--- src/rtl/soml_pkg.sv ---
// Constants and types shared by the SOML frame loader and the decoder top.
package soml_pkg;

   localparam logic [7:0] FRAME_SOF = 8'hAA;
   localparam logic [7:0] TYPE_H    = 8'h48;
   localparam logic [7:0] TYPE_Y    = 8'h59;

   localparam int unsigned SOML_H_SAMPLES = 4;
   localparam int unsigned SOML_Y_SAMPLES = 2;

   typedef enum logic [2:0] {
      StIdle,
      StType,
      StPayload,
      StCheck,
      StEmit,
      StStart
   } state_e;

   function automatic int unsigned max_u(input int unsigned a, input int unsigned b);
      return (a > b) ? a : b;
   endfunction

endpackage

--- src/rtl/byte_word_assembler.sv ---
// Collects BYTES bytes MSB first; done_o marks the byte that completes a word,
// with the full word presented on word_o in that same cycle.
module byte_word_assembler #(
   parameter int unsigned BYTES = 4
) (
   input  logic                 clk_i,
   input  logic                 rst_i,
   input  logic                 clr_i,
   input  logic                 valid_i,
   input  logic [7:0]           byte_i,
   output logic [8*BYTES-1:0]   word_o,
   output logic                 done_o
);

   localparam int unsigned CNTW = (BYTES > 1) ? $clog2(BYTES) : 1;

   logic [8*BYTES-9:0] shift_q;
   logic [CNTW-1:0]    cnt_q;
   logic               last_byte;

   assign last_byte = (cnt_q == CNTW'(BYTES - 1));
   assign word_o    = {shift_q, byte_i};
   assign done_o    = valid_i && last_byte;

   always_ff @(posedge clk_i or posedge rst_i) begin
      if (rst_i) begin
         shift_q <= '0;
         cnt_q   <= '0;
      end else if (clr_i) begin
         shift_q <= '0;
         cnt_q   <= '0;
      end else if (valid_i) begin
         shift_q <= word_o[8*BYTES-9:0];
         cnt_q   <= last_byte ? '0 : cnt_q + CNTW'(1);
      end
   end

endmodule

--- src/rtl/soml_frame_loader.sv ---
// Hunts for 0xAA-framed H/Y packets, buffers a whole frame until its XOR checksum
// passes, then replays it to the decoder as single-cycle sample strobes.
module soml_frame_loader
   import soml_pkg::*;
#(
   parameter int unsigned N           = 32,
   parameter int unsigned H_SAMPLES   = SOML_H_SAMPLES,
   parameter int unsigned Y_SAMPLES   = SOML_Y_SAMPLES,
   parameter int unsigned TIMEOUT_CYC = 5_000_000
) (
   input  logic         clk,
   input  logic         rst,
   input  logic [7:0]   rx_data,
   input  logic         rx_valid,
   output logic [N-1:0] H_in_r,
   output logic [N-1:0] H_in_i,
   output logic         H_in_valid,
   output logic [N-1:0] Y_in_r,
   output logic [N-1:0] Y_in_i,
   output logic         Y_in_valid,
   output logic         start,
   output logic         frame_ok,
   output logic         frame_err
);

   localparam int unsigned BPW   = N / 8;
   localparam int unsigned BSH   = $clog2(BPW);
   localparam int unsigned MAX_S = max_u(H_SAMPLES, Y_SAMPLES);
   localparam int unsigned SW    = (MAX_S > 1) ? $clog2(MAX_S) : 1;
   localparam int unsigned CW    = $clog2(2 * BPW * MAX_S + 1);
   localparam int unsigned TW    = $clog2(TIMEOUT_CYC + 1);

   state_e          state_q;
   logic            is_y_q;
   logic [7:0]      xor_q;
   logic [CW-1:0]   byte_cnt_q;
   logic [TW-1:0]   to_cnt_q;
   logic [SW-1:0]   emit_idx_q;
   logic [N-1:0]    h_r_q, h_i_q, y_r_q, y_i_q;
   logic            h_valid_q, y_valid_q, start_q, frame_ok_q, frame_err_q;
   logic [N-1:0]    buf_re_q [MAX_S];
   logic [N-1:0]    buf_im_q [MAX_S];

   logic            asm_valid, asm_clr, word_done;
   logic [N-1:0]    word;
   logic [CW-1:0]   pay_last;
   logic [SW-1:0]   emit_last;
   logic [SW-1:0]   slot_idx;
   logic            word_is_im;
   logic            in_frame;
   logic            to_hit;

   assign asm_valid  = rx_valid && (state_q == StPayload);
   assign asm_clr    = rx_valid && (state_q == StType);
   assign pay_last   = is_y_q ? CW'(2 * BPW * Y_SAMPLES - 1) : CW'(2 * BPW * H_SAMPLES - 1);
   assign emit_last  = is_y_q ? SW'(Y_SAMPLES - 1) : SW'(H_SAMPLES - 1);
   assign slot_idx   = SW'(byte_cnt_q >> (BSH + 1));
   assign word_is_im = byte_cnt_q[BSH];
   assign in_frame   = (state_q == StType) || (state_q == StPayload) || (state_q == StCheck);
   // Counter is reloaded with 1 on each byte so the error lands exactly TIMEOUT_CYC later.
   assign to_hit     = (to_cnt_q == TW'(TIMEOUT_CYC - 1));

   byte_word_assembler #(
      .BYTES (BPW)
   ) u_asm (
      .clk_i   (clk),
      .rst_i   (rst),
      .clr_i   (asm_clr),
      .valid_i (asm_valid),
      .byte_i  (rx_data),
      .word_o  (word),
      .done_o  (word_done)
   );

   always_ff @(posedge clk) begin
      if (word_done) begin
         if (word_is_im) buf_im_q[slot_idx] <= word;
         else            buf_re_q[slot_idx] <= word;
      end
   end

   always_ff @(posedge clk or posedge rst) begin
      if (rst) begin
         state_q     <= StIdle;
         is_y_q      <= 1'b0;
         xor_q       <= '0;
         byte_cnt_q  <= '0;
         to_cnt_q    <= '0;
         emit_idx_q  <= '0;
         h_r_q       <= '0;
         h_i_q       <= '0;
         y_r_q       <= '0;
         y_i_q       <= '0;
         h_valid_q   <= 1'b0;
         y_valid_q   <= 1'b0;
         start_q     <= 1'b0;
         frame_ok_q  <= 1'b0;
         frame_err_q <= 1'b0;
      end else begin
         h_valid_q   <= 1'b0;
         y_valid_q   <= 1'b0;
         start_q     <= 1'b0;
         frame_ok_q  <= 1'b0;
         frame_err_q <= 1'b0;

         if (in_frame && !rx_valid) begin
            if (to_hit) begin
               frame_err_q <= 1'b1;
               state_q     <= StIdle;
            end else begin
               to_cnt_q <= to_cnt_q + TW'(1);
            end
         end

         case (state_q)
            StIdle: begin
               if (rx_valid && (rx_data == FRAME_SOF)) begin
                  to_cnt_q <= TW'(1);
                  state_q  <= StType;
               end
            end
            StType: begin
               if (rx_valid) begin
                  to_cnt_q <= TW'(1);
                  if ((rx_data == TYPE_H) || (rx_data == TYPE_Y)) begin
                     is_y_q     <= (rx_data == TYPE_Y);
                     xor_q      <= rx_data;
                     byte_cnt_q <= '0;
                     state_q    <= StPayload;
                  end else begin
                     frame_err_q <= 1'b1;
                     state_q     <= StIdle;
                  end
               end
            end
            StPayload: begin
               if (rx_valid) begin
                  to_cnt_q   <= TW'(1);
                  xor_q      <= xor_q ^ rx_data;
                  byte_cnt_q <= byte_cnt_q + CW'(1);
                  if (byte_cnt_q == pay_last) state_q <= StCheck;
               end
            end
            StCheck: begin
               if (rx_valid) begin
                  emit_idx_q <= '0;
                  if (rx_data == xor_q) begin
                     frame_ok_q <= 1'b1;
                     state_q    <= StEmit;
                  end else begin
                     frame_err_q <= 1'b1;
                     state_q     <= StIdle;
                  end
               end
            end
            StEmit: begin
               // A byte arriving while replaying is dropped but flagged.
               frame_err_q <= rx_valid;
               if (is_y_q) begin
                  y_r_q     <= buf_re_q[emit_idx_q];
                  y_i_q     <= buf_im_q[emit_idx_q];
                  y_valid_q <= 1'b1;
               end else begin
                  h_r_q     <= buf_re_q[emit_idx_q];
                  h_i_q     <= buf_im_q[emit_idx_q];
                  h_valid_q <= 1'b1;
               end
               emit_idx_q <= emit_idx_q + SW'(1);
               if (emit_idx_q == emit_last) state_q <= is_y_q ? StStart : StIdle;
            end
            StStart: begin
               frame_err_q <= rx_valid;
               start_q     <= 1'b1;
               state_q     <= StIdle;
            end
            default: state_q <= StIdle;
         endcase
      end
   end

   assign H_in_r     = h_r_q;
   assign H_in_i     = h_i_q;
   assign H_in_valid = h_valid_q;
   assign Y_in_r     = y_r_q;
   assign Y_in_i     = y_i_q;
   assign Y_in_valid = y_valid_q;
   assign start      = start_q;
   assign frame_ok   = frame_ok_q;
   assign frame_err  = frame_err_q;

endmodule

--- config.mk ---
export PLATFORM = sky130hd
export DESIGN_NAME = soml_frame_loader
export DESIGN_NICKNAME = d
export VERILOG_FILES = /design/src/rtl/soml_pkg.sv /design/src/rtl/byte_word_assembler.sv /design/src/rtl/soml_frame_loader.sv
export SDC_FILE = /design/constraint.sdc
export NUM_CORES = 1
export LEC_CHECK = 0
export CAP_MARGIN = 30
export CORE_MARGIN = 2
export CORE_UTILIZATION = 50
export CTS_CLUSTER_SIZE = 8
export DETAILED_ROUTE_END_ITERATION = 8
export PLACE_DENSITY_LB_ADDON = 0.15
export SLEW_MARGIN = 20
export SYNTH_ARGS = -nofsm -noshare
export SYNTH_HDL_FRONTEND = slang
export SYNTH_SLANG_ARGS = --single-unit
--- constraint.sdc ---
create_clock -name clk -period 16.05 [get_ports clk]
set_input_delay 3.21 -clock clk [delete_from_list [all_inputs] [get_ports clk]]
set_output_delay 3.21 -clock clk [all_outputs]
set_load 0.01 [all_outputs]
Yosys cells after proc, flatten, opt, wreduce, memory -nomap -nowiden. Memories as Yosys holds them, arrays and structs flattened. Index checks and enable logic that the tools add are counted.

Logic and storage cells: 117. RAM bits: 256. Memories kept: 2. Input port bits: 11. Output and inout bits: 133. Register bits: 202.

Memory list: buf_im_q (words 4, bits a word 32, read ports 1, clocked after memory_dff 0, wr ports 1, RTL line soml_frame_loader.sv:42) `logic [N-1:0] buf_im_q [MAX_S];`; buf_re_q (words 4, bits a word 32, read ports 1, clocked after memory_dff 0, wr ports 1, RTL line soml_frame_loader.sv:41) `logic [N-1:0] buf_re_q [MAX_S];`.

Bitwise operators: 2. Mux-type cells: 55. Reduce and logical (&&, ||, !) cells: 20. $add $sub $neg: 4. Equal/unequal tests: 17.

Operator list (number): $mux W23 (4); $mux W24 (2); $pmux W23 S2 (1); $mux W3 (10); $mux W8 (3); $add A23 B1 Y23 const B (1); $eq A23 B23 Y1 const B (1); $mux W1 (20); $mux W6 (3); $eq A8 B7 Y1 const B (2); $pmux W8 S2 (1); $pmux W3 S5 (1); $mux W2 (6); $pmux W6 S2 (1); $eq A8 B8 Y1 (1); $eq A8 B8 Y1 const B (1); $xor A8 B8 Y8 (1); $add A6 B1 Y6 const B (1); $eq A3 B2 Y1 const B (2); $eq A3 B3 Y1 const B (2); $eq A6 B5 Y1 (1); $ne A2 B2 Y1 const B (3); $reduce_and A2 Y1 (3); $reduce_bool A2 Y1 (3); 16 further kinds (24).

Depth between registers and ports, before layout. Gate-level depths: netlist of the first run.

Depth in word-level cells: 8. Gate-level depth with buffers: 7. Depth with buffers taken out: 6.

Cells and area by module. A second synthesis of the first run with hierarchy kept.

Cell total of the unflattened synthesis: 998. Area, all modules: 17769.5 um^2.

By module, submodules not included: soml_frame_loader (area each 16610.9 um^2, cells an instance 903, instances 1, sequential area each 12091.6 um^2); byte_word_assembler (area each 1158.6 um^2, cells an instance 95, instances 1, sequential area each 650.6 um^2).

Least setup slack after synthesis of the first run. OpenSTA, ideal clock, no wires.

Path type: input to register. From: input port rx_valid. To: memory buf_re_q[0][0] (enable). Required time: 15.589 ns. Arrival: 5.886 ns. Stages: 3. Path buffers: 1. Slack: 9.703 ns. Setup time: 0.461 ns. Cell sequence: clkbuf_1 -> nand4b_1 -> nor3_1.

Word-level cells in the longest chain between the ends: 4.

Ends and longest elaborated chain: start: declaration (RTL line soml_frame_loader.sv:14) `input logic rx_valid,`; $logic_and A1 B1 Y1 (RTL line soml_frame_loader.sv:53) `assign asm_valid = rx_valid && (state_q == StPayload);`; $logic_and A1 B1 Y1 (RTL line byte_word_assembler.sv:23) `assign done_o = valid_i && last_byte;`; $mux W1 (RTL line soml_frame_loader.sv:76) `if (word_done) begin`; $mux W1 (not written as such) (RTL line soml_frame_loader.sv:78) `else buf_re_q[slot_idx] <= word;`; end: declaration (RTL line soml_frame_loader.sv:41).

No other way between the ends.

Worst setup path in the final report of the first run.
From: input port rx_data[5]. To: register to_cnt_q[0].

Word-level cells in the longest chain between the ends: 4.

Ends and longest elaborated chain: start: declaration (RTL line soml_frame_loader.sv:13) `input logic [7:0] rx_data,`; $eq A8 B8 Y1 (RTL line soml_frame_loader.sv:117) `if (rx_valid && (rx_data == FRAME_SOF)) begin`; $logic_and A1 B1 Y1 (RTL line soml_frame_loader.sv:117); $mux W23 (RTL line soml_frame_loader.sv:117); $pmux W23 S2 (RTL line soml_frame_loader.sv:115) `case (state_q)`; end signal: assignment (RTL line soml_frame_loader.sv:111) `to_cnt_q <= to_cnt_q + TW'(1);`; end: declaration (RTL line soml_frame_loader.sv:37) `logic [TW-1:0] to_cnt_q;`.

No other way between the ends. A chain may end at the register's enable or synchronous reset.

==> implementation parameters, run 1 <==
Parameter                              Value

Status
  Outcome    completed

Logic synthesis
  Ys Warns    0
  Count of flip-flops with a built-in enable after synthesis    256
  Post-synthesis sequential area ratio    72.2%
  Post-Syn Area per Cell    17.3 sq um
  Compound-cell area share of the yosys netlist    3.14%
  Post-synthesis xor/xnor area fraction    less than 1%
  Synthesized-area fraction occupied by adder cells    less than 1%
  Cell type contributing the most total cell area after synthesis    edfxtp_1
  Most common cell in the synthesized netlist    edfxtp_1
  Synthesized flop and latch total    458
  Syn Inst Count    approximately 1000
  Cell types occupying the most area after synthesis    edfxtp_1 (44%), dfrtp_1 (29%), mux2_2 (8.2%)
  Main combinational cell family by area after synthesis    multiplexers
  Mapped Nets    roughly 1000
  Number of unique standard cell types used by synthesis    50
  Post-synthesis mux area share    between 10% and 20%
  Top-area cell type share of the netlist area    43.6%
  Async S/R FF share, synth    between 40 and 50%
  Synth Area in Simple Gates    approximately 5.6%
  Leading post-synthesis cells by instance count    edfxtp_1 (256), dfrtp_1 (202), mux2_2 (128)
  Most used DFF post-synth    edfxtp_1
  Post-Synthesis Cell Area    approximately 0.018 sq mm

Critical path
  Peak per-stage delay on the critical path    0.89 ns
  Worst r2r path cells    3
  Reg2reg end    Y_in_r[17]
  Launching point of the worst reg2reg path    emit_idx_q[0]
  Cell with the largest stage delay on the worst path    clkdlybuf4s50_1
  Type of the worst setup path    in -> reg
  Critical path startpoint category    input port
  Critical Path End Type    flip-flop
  CP Data Arrival Time    5.77 ns
  Cells traversed along the worst timing path    clkdlybuf4s50_1 -> or4bb_1 -> o21ai_0 -> and2_0 -> nor2_1 -> mux2i_1
  Critical path required time    approximately 17 ns
  Critical path's top delay family    simple AND/OR/NAND/NOR gates
  Worst path bufs/invs    1
  Maximum fanout count along the critical path    14
  Worst setup slack for register-to-register paths    ~13 ns

Cells and area
  Number of inserted filler cells in the final layout    ~2600
  Final Net Count    1211
  Antenna diode instance count    0
  Area occupied by multi-input gates    about 0.0047 sq mm
  Layout overhead on the synthesized area    23.5%
  Post-Layout Cell Count    approximately 1700
  Fraction of layout instances using a drive strength above 1    between 20 and 25%
  Register area    approximately 0.013 sq mm

Place
  Final weighted congestion in routability-driven placement    0.826
  Buffers on Ports    roughly 140
  HPWL after detailed placement    approximately 22000 um
  Number of instances in the placed design    between 1500 and 2000

Drt
  Routed wirelength normalized by instance count    ~21 um
  Count of unresolved DRC violations after routing    0
  First-pass iteration count of the detailed router    5
  Via density    5.65
  WL final    36100 um
  DR vias    between 9000 and 10000
  Number of DRC markers after the initial detailed-route iteration    696
  Number of nets with antenna violations after routing    0

Worst hold path
  Hold/Removal Path Class    reg -> reg
  Endpoint with the worst hold slack    to_cnt_q[4]
  Cell depth of the worst hold path    1
  Startpoint of the worst hold path    to_cnt_q[4]

STA
  Final period util    roughly a third
  Clock Skews    between 0.015 and 0.02 ns
  Achievable frequency    189 MHz
  Final Hold Viols    0
  Minimum clock period after layout    ~5.3 ns
  Slew at the pin with the worst max-slew slack    slightly below 0.9 ns
  Final number of setup-violating endpoints    0
  Final sum of negative setup slack    0 ns
  Worst relative slew slack    42.2%
  Setup repair after global routing missed its margin    false
  Max-slew violations    0

CTS
  Post-CTS setup buffer count    0
  Reg clk slew, reported paths    roughly 0.050 ns
  Maximum buffer depth of the clock tree    3
  Post-CTS Hold Fix Bufs    0
  Clock root cell    clkbuf_16
  Sinks on the clock net    about 460
  Clock buffers created by TritonCTS    between 60 and 70
  Post-cts resize count    0
  # H-tree levels    3
  Clock tree from TritonCTS    yes
  Worst-Skew Late Latency    0.56 ns

Job
  Max-cap violations    0

Global routing
  Total global routing track utilization    20.5%
  Global-route wire length before repair    between 50000 and 60000 um
  Number of global-route vias before repair    10000
  Largest net degree at the start of global routing    84
  Residual overflow from global routing    0
  Number of antenna violations at the first check in global routing    1

Die
  Placeable core region    ~0.035 sq mm
  Overall die area    roughly 0.037 sq mm
  Chip Height    about 190 um
  I/O pin count    around 140
  Initial core utilization    51.0%
  Total number of placement rows    a little under 70
  Die boundary width    192 um

Power
  Standby leakage power    approximately 8.3 nW
  Cell area power density    between 100 and 150 mW/mm^2
  Worst supply voltage drop on vdd    approximately 0.095 mV
area by class of cell:
class,count,area share (%)
Sequential cell,458,58.5
Multi-Input combinational cell,503,21.8
Clock buffer,117,8.75
Timing Repair Buffer,163,7.98
Tap cell,455,2.61
Clock inverter,6,0.310
Inverter,4,0.103
routing by layer:
metal | up-vias | share of wire (%) | global-route usage (%)
met5 | - | 0 | 0
met4 | 0 | 1.9 | 6.72
met3 | 52 | 5.4 | 3.80
met2 | 268 | 48 | 32.5
met1 | 5023 | 44 | 29.0
li1 | 4288 | - | -
stage by stage:
stage,hold slack (ns),setup WS [ns],cell area [sq um],power [mW],utilization (%)
floorplan,0.441,7.33,17600,1.62,-
global placement,0.457,10.21,19600,1.71,56.6
detailed placement,0.477,10.17,19800,1.73,57.2
CTS,0.483,10.75,21800,3.03,62.9
global route,0.511,10.48,21800,3.13,63.0
finish,0.481,10.75,21800,3.00,63.0
placed cells by master, fill, tap and decap left out, drive strengths merged, types with 12 or more instances in the layout:
| cell type | instances |
|---|---|
| edfxtp | 256 |
| dfrtp | 202 |
| clkdlybuf4s50 | 143 |
| mux2 | 128 |
| clkbuf | 117 |
| nand2 | 67 |
| mux4 | 64 |
| o21ai | 39 |
| nor2 | 28 |
| a21oi | 20 |
| buf | 20 |
| nand3 | 19 |
| xnor2 | 12 |
| nand4 | 12 |
logic make-up after synthesis:
group           after synthesis
flops                       458
mux                         198
compound gates               93
xor+xnor                     18
fa+ha+maj                     3
buf+inv                      57
simple gates                191
sequential cells by signal, indices dropped and copies added, names as in the netlist, 23 cells and up:
register,count
H_in_r,32
Y_in_r,32
H_in_i,32
Y_in_i,32
buf_im_q,128
u_asm.shift_q,24
to_cnt_q,23
buf_re_q,128
power breakdown:
| part | switching (mW) | internal [mW] |
|---|---|---|
| clock | 0.487 | 0.804 |
| combinational | 0.133 | 0.0795 |
| sequential | 0.117 | 1.38 |
| total | 0.737 | 2.27 |
worst max-delay path by stage:
| stage | start | end | slack (ns) | cells after the start |
|---|---|---|---|---|
| 6_report | rx_data[5] | to_cnt_q[0] | 10.75 | 6 |
| 5_1_grt | rst | H_in_i[7] | 10.48 | 4 |
| 4_1_cts | rx_data[5] | to_cnt_q[0] | 10.75 | 6 |
| 3_5_place_dp | rst | H_in_i[8] | 10.17 | 4 |
| 3_3_place_gp | rst | H_in_i[8] | 10.21 | 4 |
| 2_1_floorplan | rst | H_in_i[0] | 7.33 | 1 |
(Power assumes the default switching activity.)
==> run 2: changes to the inputs <==
clock period = 4.75 ns   (was 16.05 ns; I/O delays follow)
==> run 2 against run 1 <==
Setup slack got worse by 9.0 ns. Wire length increased by 1.0%. Via count decreased by 0.84%. First-iteration DRC count increased by 8.2%. Critical path type unchanged. Largest power group unchanged.
==> implementation parameters, run 2 (synthesis gave the netlist of run 1 again) <==
Parameter                              Value

Status
  Outcome    completed

Cells and area
  Registers with the most flip-flops    buf_im_q x128, buf_re_q x128
  Antenna diode instance count    0
  Leading cell type in the layout, fill and taps excluded    edfxtp_1
  Most frequent cells in the layout    edfxtp_1 (256), dfrtp_1 (200), clkdlybuf4s50_1 (143)
  Fraction of layout instances using a drive strength above 1    24.8%
  Final non-filler cell area    0.0218 sq mm
  Number of inserted filler cells in the final layout    between 2000 and 3000
  Layout overhead on the synthesized area    23.4%
  Final core area utilization    62.9%
  Final Net Count    around 1200

Power
  Share of total power in the clock network    a little over two fifths
  Pint    approximately 7.6 mW
  Worst supply voltage drop on vdd    0.311 mV
  Cell area power density    approximately 470 mW/mm^2
  Reg power frac    around 50%
  Combinational fraction of design power    under 10%
  Net switching fraction of the power    between 20% and 30%
  Net Switching    about 2.6 mW
  Standby leakage power    around 8.3 nW

Die
  Overall die area    about 0.037 sq mm
  Die boundary width    around 190 um
  I/O pin count    144
  Chip Height    about 190 um
  Total number of placement rows    68
  Placeable core region    0.0346 sq mm
  Initial core utilization    51.0%

CTS
  Clock buffers created by TritonCTS    67
  # H-tree levels    3
  Post-CTS setup buffer count    0
  Post-cts resize count    0
  Clock tree from TritonCTS    yes
  Sinks on the clock net    458
  Post-CTS Hold Fix Bufs    0
  Clock root cell    clkbuf_16
  Reg clk slew, reported paths    0.05 ns
  Maximum buffer depth of the clock tree    3
  Worst-Skew Late Latency    approximately 0.56 ns

Global routing
  Number of global-route vias before repair    9739
  Total global routing track utilization    between 20% and 30%
  Global-route wire length before repair    about 57000 um
  Number of antenna violations at the first check in global routing    1
  Residual overflow from global routing    0
  Largest net degree at the start of global routing    between 70 and 80

STA
  Minimum clock period after layout    3.00 ns
  Clock Skews    0.0174 ns
  Final sum of negative setup slack    0 ns
  Setup repair after global routing missed its margin    false
  Tightest hold margin    approximately 0.5 ns
  Slew at the pin with the worst max-slew slack    0.799 ns
  Final number of setup-violating endpoints    0
  Achievable frequency    approximately 330 MHz
  Max-slew violations    0
  Final period util    between 60% and 70%
  Worst relative slew slack    between 40% and 50%
  Worst Slack Setup Final    roughly 1.7 ns
  Final Hold Viols    0

Critical path
  Maximum fanout count along the critical path    15
  Type of the worst setup path    in -> reg
  Reg2reg end    buf_re_q[1][2]
  Critical path startpoint category    input port
  Critical path required time    approximately 5.2 ns
  Critical Path End Type    flip-flop
  Worst setup slack for register-to-register paths    between 1.5 and 2 ns
  Worst r2r path cells    6
  CP Data Arrival Time    ~3.5 ns
  Crit path from    rx_data[2]
  Launching point of the worst reg2reg path    state_q[2]

Job
  Max-cap violations    0

Drt
  Via density    approximately 5.6
  Number of nets with antenna violations after routing    0
  First-pass iteration count of the detailed router    5
  Number of DRC markers after the initial detailed-route iteration    roughly 750
  Routed wirelength normalized by instance count    ~21 um
  Count of unresolved DRC violations after routing    0
  WL final    about 36000 um
  DR vias    roughly 9600

Worst hold path
  Endpoint with the worst hold slack    to_cnt_q[4]
  Startpoint of the worst hold path    to_cnt_q[4]
  Cell depth of the worst hold path    1
  Hold/Removal Path Class    reg -> reg

Place
  Area of placed instances    ~0.020 sq mm
  Final weighted congestion in routability-driven placement    just over 0.8
  Buffers on Ports    143
  Setup slack at placement    around 1.1 ns
  HPWL after detailed placement    between 20000 and 25000 um
-- run 2: changes by cell type in the layout (fill, tap and decap cells not counted), moves of 2 or more --
| cell | before | now |
|---|---|---|
| buf_4 | 11 | 16 |
| buf_16 | 6 | 2 |
| inv_16 | 0 | 4 |
| clkbuf_1 | 48 | 45 |
| buf_12 | 3 | 5 |
| inv_6 | 3 | 1 |
-- run 2: area by class of cell --
cell class	count	area, sq um	area share (%)
clock buffers	113	1870	8.59
clock inverters	7	114	0.523
inverters	4	18.8	0.0862
multi-input cells	503	4750	21.8
flip-flops and latches	458	12700	58.6
well taps	455	569	2.61
repair buffers	166	1710	7.84
-- run 2: worst max path at each step --
stage,to
after floorplan,buf_re_q[0][0]
after global placement,to_cnt_q[0]
after detailed placement,to_cnt_q[0]
after CTS,to_cnt_q[0]
after global routing,to_cnt_q[0]
final,to_cnt_q[0]
-- run 2: power by group through the flow --
stage,Combinational [mW],Sequential (mW),Clock [mW]
after floorplan,0.536,4.94,0
after global placement,0.695,5.12,0
after detailed placement,0.718,5.14,0
after CTS,0.722,5.07,4.51
after global routing,0.816,5.12,4.68
final,0.721,5.07,4.40
-- run 2: stage by stage --
| stage | power, mW | cells |
|---|---|---|
| 2_1_floorplan | 5.48 | 1018 |
| 3_3_place_gp | 5.82 | 1582 |
| 3_5_place_dp | 5.86 | 1585 |
| 4_1_cts | 10.3 | 1705 |
| 5_1_grt | 10.6 | 1706 |
| 6_report | 10.2 | 1706 |
-- run 2: per-layer routing --
| metal | share of wire (%) | up-vias | global-route usage [%] |
|---|---|---|---|
| met2 | 48 | 271 | 32.7 |
| met5 | 0 | - | 0 |
| met1 | 44 | 4934 | 29.0 |
| met4 | 1.9 | 0 | 6.39 |
| met3 | 5.1 | 59 | 3.80 |
| li1 | - | 4286 | - |
-- run 2: critical path, cell delays in order --
cell and delay, ns:
clkdlybuf4s50_1 0.78, or4bb_1 0.65, o21ai_0 0.20, and2_0 0.67, nor2_1 0.07, mux2i_1 0.15
